### src/rtl/gpio_bcd_display.sv
// gpio_bcd_display
//   Converts the 32-bit unsigned value written by the CPU to 8 decimal digits
//   using a sequential shift-add-3 (double-dabble) engine. The digits drive
//   eight active-low seven-segment displays.
//
// Parameters
//   BLANK_LEADING : 1 = blank leading zero digits (hex0 always shown)
//   OVF_DASH      : 1 = show dashes on every display when value > 99,999,999
//
// Ports
//   clk        system clock
//   rst        asynchronous reset, active-low
//   value_in   unsigned binary value from the CPU gpio_out CSR
//   hex0..hex7 active-low segments {g,f,e,d,c,b,a}, hex0 = least significant
//   busy       conversion in progress
//   ovf        last displayed value exceeded 99,999,999
module gpio_bcd_display #(
  parameter bit BLANK_LEADING = 1'b1,
  parameter bit OVF_DASH      = 1'b1
) (
  input  logic        clk,
  input  logic        rst,
  input  logic [31:0] value_in,
  output logic [6:0]  hex0,
  output logic [6:0]  hex1,
  output logic [6:0]  hex2,
  output logic [6:0]  hex3,
  output logic [6:0]  hex4,
  output logic [6:0]  hex5,
  output logic [6:0]  hex6,
  output logic [6:0]  hex7,
  output logic        busy,
  output logic        ovf
);

  localparam logic [6:0] SEG_ZERO  = 7'b1000000;
  localparam logic [6:0] SEG_BLANK = 7'b1111111;
  localparam logic [6:0] SEG_DASH  = 7'b0111111;

  typedef enum logic [1:0] {
    IDLE  = 2'd0,
    SHIFT = 2'd1,
    DONE  = 2'd2
  } state_t;

  state_t      state;
  state_t      state_nxt;

  logic [31:0] shift_q;
  logic [39:0] bcd_q;
  logic [39:0] bcd_adj;
  logic [4:0]  cnt_q;
  logic [31:0] shown_val;
  logic [31:0] snapshot;

  logic [6:0]  hex_q   [8];
  logic [6:0]  hex_nxt [8];
  logic        ovf_nxt;

  // Add 3 to every BCD nibble >= 5 ahead of the shift.
  function automatic logic [39:0] add3_all(input logic [39:0] b);
    logic [39:0] r;
    r = b;
    for (int i = 0; i < 10; i++) begin
      if (b[4*i +: 4] >= 4'd5) r[4*i +: 4] = b[4*i +: 4] + 4'd3;
    end
    return r;
  endfunction

  // Active-low seven-segment encoding, bit order {g,f,e,d,c,b,a}.
  function automatic logic [6:0] seg7(input logic [3:0] d);
    logic [6:0] s;
    case (d)
      4'd0:    s = 7'b1000000;
      4'd1:    s = 7'b1111001;
      4'd2:    s = 7'b0100100;
      4'd3:    s = 7'b0110000;
      4'd4:    s = 7'b0011001;
      4'd5:    s = 7'b0010010;
      4'd6:    s = 7'b0000010;
      4'd7:    s = 7'b1111000;
      4'd8:    s = 7'b0000000;
      4'd9:    s = 7'b0010000;
      default: s = SEG_BLANK;
    endcase
    return s;
  endfunction

  assign bcd_adj = add3_all(bcd_q);
  assign busy    = (state != IDLE);

  // State register
  always_ff @(posedge clk or negedge rst) begin
    if (!rst) state <= IDLE;
    else      state <= state_nxt;
  end

  always_comb begin
    state_nxt = state;
    case (state)
      IDLE:    if (value_in != shown_val) state_nxt = SHIFT;
      SHIFT:   if (cnt_q == 5'd31) state_nxt = DONE;
      DONE:    state_nxt = IDLE;
      default: state_nxt = IDLE;
    endcase
  end

  // Segment patterns derived from the finished BCD accumulator. Digits 8 and
  // 9 only ever hold a nonzero value when the input exceeds eight digits.
  always_comb begin
    logic zero_above;
    ovf_nxt    = |bcd_q[39:32];
    zero_above = 1'b1;
    for (int i = 0; i < 8; i++) hex_nxt[i] = SEG_ZERO;
    for (int i = 7; i >= 0; i--) begin
      zero_above = zero_above & (bcd_q[4*i +: 4] == 4'd0);
      if (ovf_nxt && OVF_DASH)
        hex_nxt[i] = SEG_DASH;
      else if (BLANK_LEADING && !ovf_nxt && (i != 0) && zero_above)
        hex_nxt[i] = SEG_BLANK;
      else
        hex_nxt[i] = seg7(bcd_q[4*i +: 4]);
    end
  end

  // Conversion engine and display registers
  always_ff @(posedge clk or negedge rst) begin
    if (!rst) begin
      shift_q   <= '0;
      bcd_q     <= '0;
      cnt_q     <= '0;
      shown_val <= '0;
      snapshot  <= '0;
      ovf       <= 1'b0;
      for (int i = 0; i < 8; i++)
        hex_q[i] <= ((i == 0) || !BLANK_LEADING) ? SEG_ZERO : SEG_BLANK;
    end else begin
      case (state)
        IDLE: begin
          if (value_in != shown_val) begin
            snapshot <= value_in;
            shift_q  <= value_in;
            bcd_q    <= '0;
            cnt_q    <= '0;
          end
        end
        SHIFT: begin
          bcd_q   <= (bcd_adj << 1) | {39'd0, shift_q[31]};
          shift_q <= shift_q << 1;
          cnt_q   <= cnt_q + 5'd1;
        end
        DONE: begin
          for (int i = 0; i < 8; i++) hex_q[i] <= hex_nxt[i];
          ovf       <= ovf_nxt;
          shown_val <= snapshot;
        end
        default: ;
      endcase
    end
  end

  assign hex0 = hex_q[0];
  assign hex1 = hex_q[1];
  assign hex2 = hex_q[2];
  assign hex3 = hex_q[3];
  assign hex4 = hex_q[4];
  assign hex5 = hex_q[5];
  assign hex6 = hex_q[6];
  assign hex7 = hex_q[7];

endmodule
### config.mk
export PLATFORM = sky130hd
export DESIGN_NAME = gpio_bcd_display
export DESIGN_NICKNAME = d
export VERILOG_FILES = /design/src/rtl/gpio_bcd_display.sv
export SDC_FILE = /design/constraint.sdc
export NUM_CORES = 1
export LEC_CHECK = 0
export CAP_MARGIN = 10
export CORE_MARGIN = 5
export CORE_UTILIZATION = 55
export CTS_BUF_LIST = sky130_fd_sc_hd__clkbuf_2
export CTS_CLUSTER_SIZE = 16
export DETAILED_ROUTE_END_ITERATION = 12
export PLACE_DENSITY_LB_ADDON = 0.2
export SLEW_MARGIN = 10
export SYNTH_ARGS = -nofsm -noshare
export SYNTH_HDL_FRONTEND = slang
export SYNTH_SLANG_ARGS = --single-unit
### constraint.sdc
create_clock -name clk -period 5.2 [get_ports clk]
set_input_delay 1.56 -clock clk [delete_from_list [all_inputs] [get_ports clk]]
set_output_delay 1.56 -clock clk [all_outputs]
set_load 0.005 [all_outputs]
Yosys cells after proc, flatten, opt, wreduce, memory -nomap -nowiden
Memory sizes are Yosys's and may differ from the RTL's.
Cells that the tools add are included.

storage, ports and cells
  bits of input ports = 34
  memories kept = 8
  RAM bits = 0
  logic and storage cells = 113
  latch bits = 0
  bits in read-only memories = 896
  output and inout bits = 58
  register bits = 200

operators by class
  multipliers = 0
  bitwise logic cells = 7
  mux-type cells = 34
  eq/ne operators = 6
  reduce and logical (&&, ||, !) cells = 22
  shift-type cells = 0
  add/sub/neg operators = 11
  div/mod/pow operators = 0
  magnitude comparators = 10

memory list
  name              words  width  rd ports  clocked after Yosys merged registers in  write ports  RTL line  text
  (name not given)  16     7      1         0                                        0            73        case (d)
  (name not given)  16     7      1         0                                        0            73
  (name not given)  16     7      1         0                                        0            73
  (name not given)  16     7      1         0                                        0            73
  (name not given)  16     7      1         0                                        0            73
  (name not given)  16     7      1         0                                        0            73
  2 more memories   --     --     --        --                                       --           --

operator list
  kind                                                                                  number
  7-bit 2-to-1 mux                                                                      15
  40-bit case mux with 2 select lines                                                   1
  32-bit case mux with 2 select lines                                                   1
  4-bit by 3-bit greater-or-equal comparator with 1-bit output (second input constant)  10
  40-bit 2-to-1 mux                                                                     1
  40-bit by 1-bit OR with 40-bit output                                                 1
  4-bit by 2-bit adder with 4-bit output (second input constant)                        9
  4-bit 2-to-1 mux                                                                      9
  32-bit 2-to-1 mux                                                                     1
  32-bit inequality test                                                                1
  4-bit logical NOT                                                                     7
  5-bit case mux with 2 select lines                                                    1
  8-bit OR reduction                                                                    1
  1-bit logical AND                                                                     7
  1-bit bitwise AND                                                                     6
  2-bit AND reduction                                                                   3
  5-bit by 1-bit adder with 5-bit output (second input constant)                        1
  5-bit == test (second input constant)                                                 1
  5-bit 2-to-1 mux                                                                      1
  2-bit 2-to-1 mux                                                                      2
  2-bit inequality test (second input constant)                                         2
  2-bit case mux with 2 select lines                                                    1
  2-bit nonzero test                                                                    2
  3-bit by 2-bit adder with 3-bit output (second input constant)                        1
  5 further kinds                                                                       5

Longest topological paths before layout
  depth in word-level cells = 10
  depth in mapped cells = 9
  mapped depth without buffers = 7

Worst setup path after synthesis
Ideal clock, no wire load.

  kind = input to register
  start point = input value_in[13]
  end point = register snapshot[25]
  data arrival time = 3.042 ns
  path buffers = 1
  cell stages on the path = 6
  path slack = 2.034 ns
  data required time = 5.075 ns
  library setup time = 0.125 ns
  cell sequence = xor2_1 nor4_1 nand4_1 o21ai_2 buf_4 mux2_2

between the ends
  word-level cells in the longest chain between the ends = 2

ends and longest elaborated chain
  item                           RTL line  text
  start: declaration             23        input logic [31:0] value_in,
  32-bit inequality test         140       if (value_in != shown_val) begin
  2-bit AND reduction (no line)  --
  end signal: assignment         141       snapshot <= value_in;
  end: declaration               54        logic [31:0] snapshot;

No other way between the ends.
A chain may end at the register's enable or synchronous reset.

Worst setup path in the final report
  start point = register state[0]
  end point = output busy

between the ends
  word-level cells in the longest chain between the ends = 1

ends and longest elaborated chain
  item                      RTL line  text
  start: declaration        46        state_t state;
  start signal: assignment  95        else state <= state_nxt;
  2-bit nonzero test        90        assign busy = (state != IDLE);
  end: declaration          32        output logic busy,

No other way between the ends.

==> key figures <==
Timing
  • Final min period: 3.79 ns
  • Setup_tns: 0 ns
  • Hold Slack: 0.476 ns
  • Final worst path period share: 0.729
  • Fmax: 0.264 GHz
  • Setup-failing EPs final: 0
  • Clock Skews: 0.0474 ns
  • Fin. Hold Viols: 0
  • Final setup margin: 1.41 ns
  • RSZ-0062 raised after global routing: false
  • Final count of pins violating max slew: 0
  • Rel. slew slack: 0.322
  • Slew of the pin with the lowest slew margin: 1.02 ns

Global route
  • Initial antenna violation count: 1
  • Vias in the first global route: 7658
  • Largest net degree at the start of global routing: 96
  • Global-route wire length before repair: 39.2 mm
  • Total Routing Usage GR: 0.219
  • Global route overflow: 0

Place
  • Dpl cell area: 11500 um^2
  • Place WS: 0.859 ns
  • Cell total after placement: 1340
  • # port buffers: 91
  • Final HPWL DP: 15.2 mm
  • Routability Congestion: 0.812

Clock network
  • CTS H-tree lvls: 4
  • Postcts setup bufs: 0
  • Max clock buf depth: 2
  • Clock Latency Late Sink: 0.82 ns
  • CTS root buffer: clkbuf_2
  • Cells resized by post-CTS repair: 0
  • Clk slew on worst S/H paths: 0.31 ns
  • TritonCTS Buffers: 17
  • Hold buffer count at CTS: 0
  • Clock Sink Count: 200
  • TritonCTS clock tree: yes

Floorplanning
  • Io pins: 92
  • Core Region: 18700 um^2
  • Die Area: 21800 um^2
  • Chip Width: 148 um
  • Die H: 148 um
  • Starting Density: 0.557
  • Row count: 50

Cells and area
  • Proportion of layout cells with a drive suffix above 1: 0.126
  • Utilization after layout: 0.627
  • Final nets: 1212
  • Most frequent cells in the layout: 176 x nand2_1, 150 x dfrtp_1, 90 x clkdlybuf4s50_1
  • Area delta synth->final: 12.4%
  • Sequential Area: 5070 um^2
  • Fin cells: 1373
  • Design area: 11700 um^2
  • Commonest non-fill, non-tap cell in the layout: nand2_1
  • Final-layout fill cell count: 1591
  • Area taken by multi-input logic gates: 4960 um^2

Logic synthesis
  • Share of synthesized area spent on multiplexers: 0.0418
  • Synthesized area: 10400 um^2
  • Ys async rst share: 1.00
  • Adder-cell share of the synthesized area: 0.0636
  • Sequential area share after synthesis: 0.486
  • Post-synth EDFFs: 0
  • Largest family of logic cells by synthesized area: compound AO/OA/AOI/OAI gates
  • Ys flop type: dfrtp_1
  • Complex-gate fraction of the synthesized area: 0.167
  • Synth Net Count: 1157
  • Synthesis Warnings: 0
  • Area share of xor/xnor cells in the synthesized design: 0.0403
  • Flops & latches, synth: 200
  • Yosys cell types: 61
  • Mapped Cells: 1070
  • Synth Area in Simple Gates: 0.159
  • Post-synthesis area per instance: 9.74 um^2

Worst setup path
  • Critical path class: reg2out
  • Crit start category: flop
  • Data arrival, critical path: 2.23 ns
  • CP endpoint kind: output port
  • CP Max Fanout: 6
  • R2r setup slk: 2.33 ns
  • Critical Path RT: 3.64 ns

Power
  • Leakage: 5.17 nW
  • Sw frac: 0.405
  • Logic pwr share: 0.389
  • Max VDD drop: 0.244 mV
  • Pint: 3.04 mW
  • Sw Pwr: 2.07 mW
  • PD cells: 436 nW/um^2
  • Clock share of power: 0.148
  • Overall Power: 5.12 mW
  • Register share of total power: 0.464

Min path
  • Worst Hold Class: reg2reg

Detailed routing
  • Met3 wire length: 790 um
  • Routed vias: 7945
  • Met2 routed wirelength: 11.0 mm
  • DRC: 0
  • DR top layer: met4
  • DR iter-0 viols: 526
  • M1 WL: 11.3 mm
  • Routed WL: 23.3 mm
  • Routed WL per cell: 17.0 um
  • Total iterations of the first detailed-routing run: 5
  • Via density: 5.79
  • Detail Route Antenna Nets: 0

Flow run
  • Max-cap violation count: 0

Run status
  • Outcome: complete, no violations
==> final timing paths <==
path / from / endpoint / cells past startpoint
setup / recovery: state[0]$_DFFE_PN0P_ / busy / 3
hold / removal: hex6[6]$_DFFE_PN1N_ / hex6[6]$_DFFE_PN1N_ / 2
setup reg to reg: bcd_q[33]$_DFFE_PN0P_ / hex2[2]$_DFFE_PN1N_ / 7
hold reg to reg: hex6[6]$_DFFE_PN1N_ / hex6[6]$_DFFE_PN1N_ / 2
max in group asynchronous: rst / hex3[0]$_DFFE_PN1N_ / 2
min in group asynchronous: rst / bcd_q[22]$_DFFE_PN0P_ / 1
==> routing by layer <==
metal  up-vias  global-route usage
li1       3836                   -
met1      3942               0.325
met2       136               0.337
met3        31              0.0368
met4         0              0.0555
met5         -                   0
==> area by class of cell <==
class                           instances  share of cell area
Inverter                               39              0.0125
Tap cell                              234              0.0250
Timing Repair Buffer                  103              0.0868
Clock inverter                         15              0.0129
Multi-Input combinational cell        764               0.423
Clock buffer                           17             0.00726
Antenna cell                            1            0.000213
Sequential cell                       200               0.432
==> cell usage after synthesis (6+ instances only) <==
cell      count  area [um^2]
mux2_2       34          383
nor3b_1       6         45.0
o22a_1       13          114
o21ai_0      52          260
a31oi_1       9         56.3
ha_1         53          663
a21oi_1      71          355
xor2_1       35          307
and2_1       36          225
dfstp_2      50         1310
o22ai_1      31          194
buf_2         7         35.0
nor4_1       13         81.3
nor2_1       68          255
nand3_1       8         40.0
inv_1        39          146
nor3_1       17         85.1
dfrtp_1     150         3750
nand2_1     177          664
clkbuf_1     51          191
nor2b_1       7         43.8
nand2b_1     13         81.3
a221o_1      31          310
xnor2_1      13          114
==> worst max-delay path: stages (launching register included) <==
cell and delay [ns]:
dfrtp_1 0.57, nor2_1 0.32, inv_1 0.09, clkdlybuf4s50_1 0.46
==> power by group through the flow <==
stage	Combinational, mW	Sequential, mW	Clock, mW
finish	1.99	2.37	0.755
detailed placement	1.98	2.39	0
floorplan	1.52	2.16	0
global placement	1.95	2.38	0
global route	2.25	2.44	0.837
CTS	1.99	2.37	0.779
==> sequential cells by signal, indices dropped and copies added (netlist names) <==
name,cells
snapshot,32
hex6,7
bcd_q,40
hex4,7
shift_q,32
hex2,7
hex7,7
shown_val,32
hex0,7
cnt_q,5
state,2
hex5,7
hex1,7
ovf,1
hex3,7
==> kinds of logic (layout without fill, tap and decap cells) <==
kind of cell / after synthesis / after routing
and+or+nand+nor: 363 / 363
AOI/OAI and AO/OA: 261 / 261
DFF: 200 / 200
buffers and inverters: 106 / 174
adders and majority gates: 53 / 53
xor gates and xnor gates: 48 / 48
muxes: 39 / 39
other: 0 / 1
Note: power is estimated with default switching activity, not from simulation.
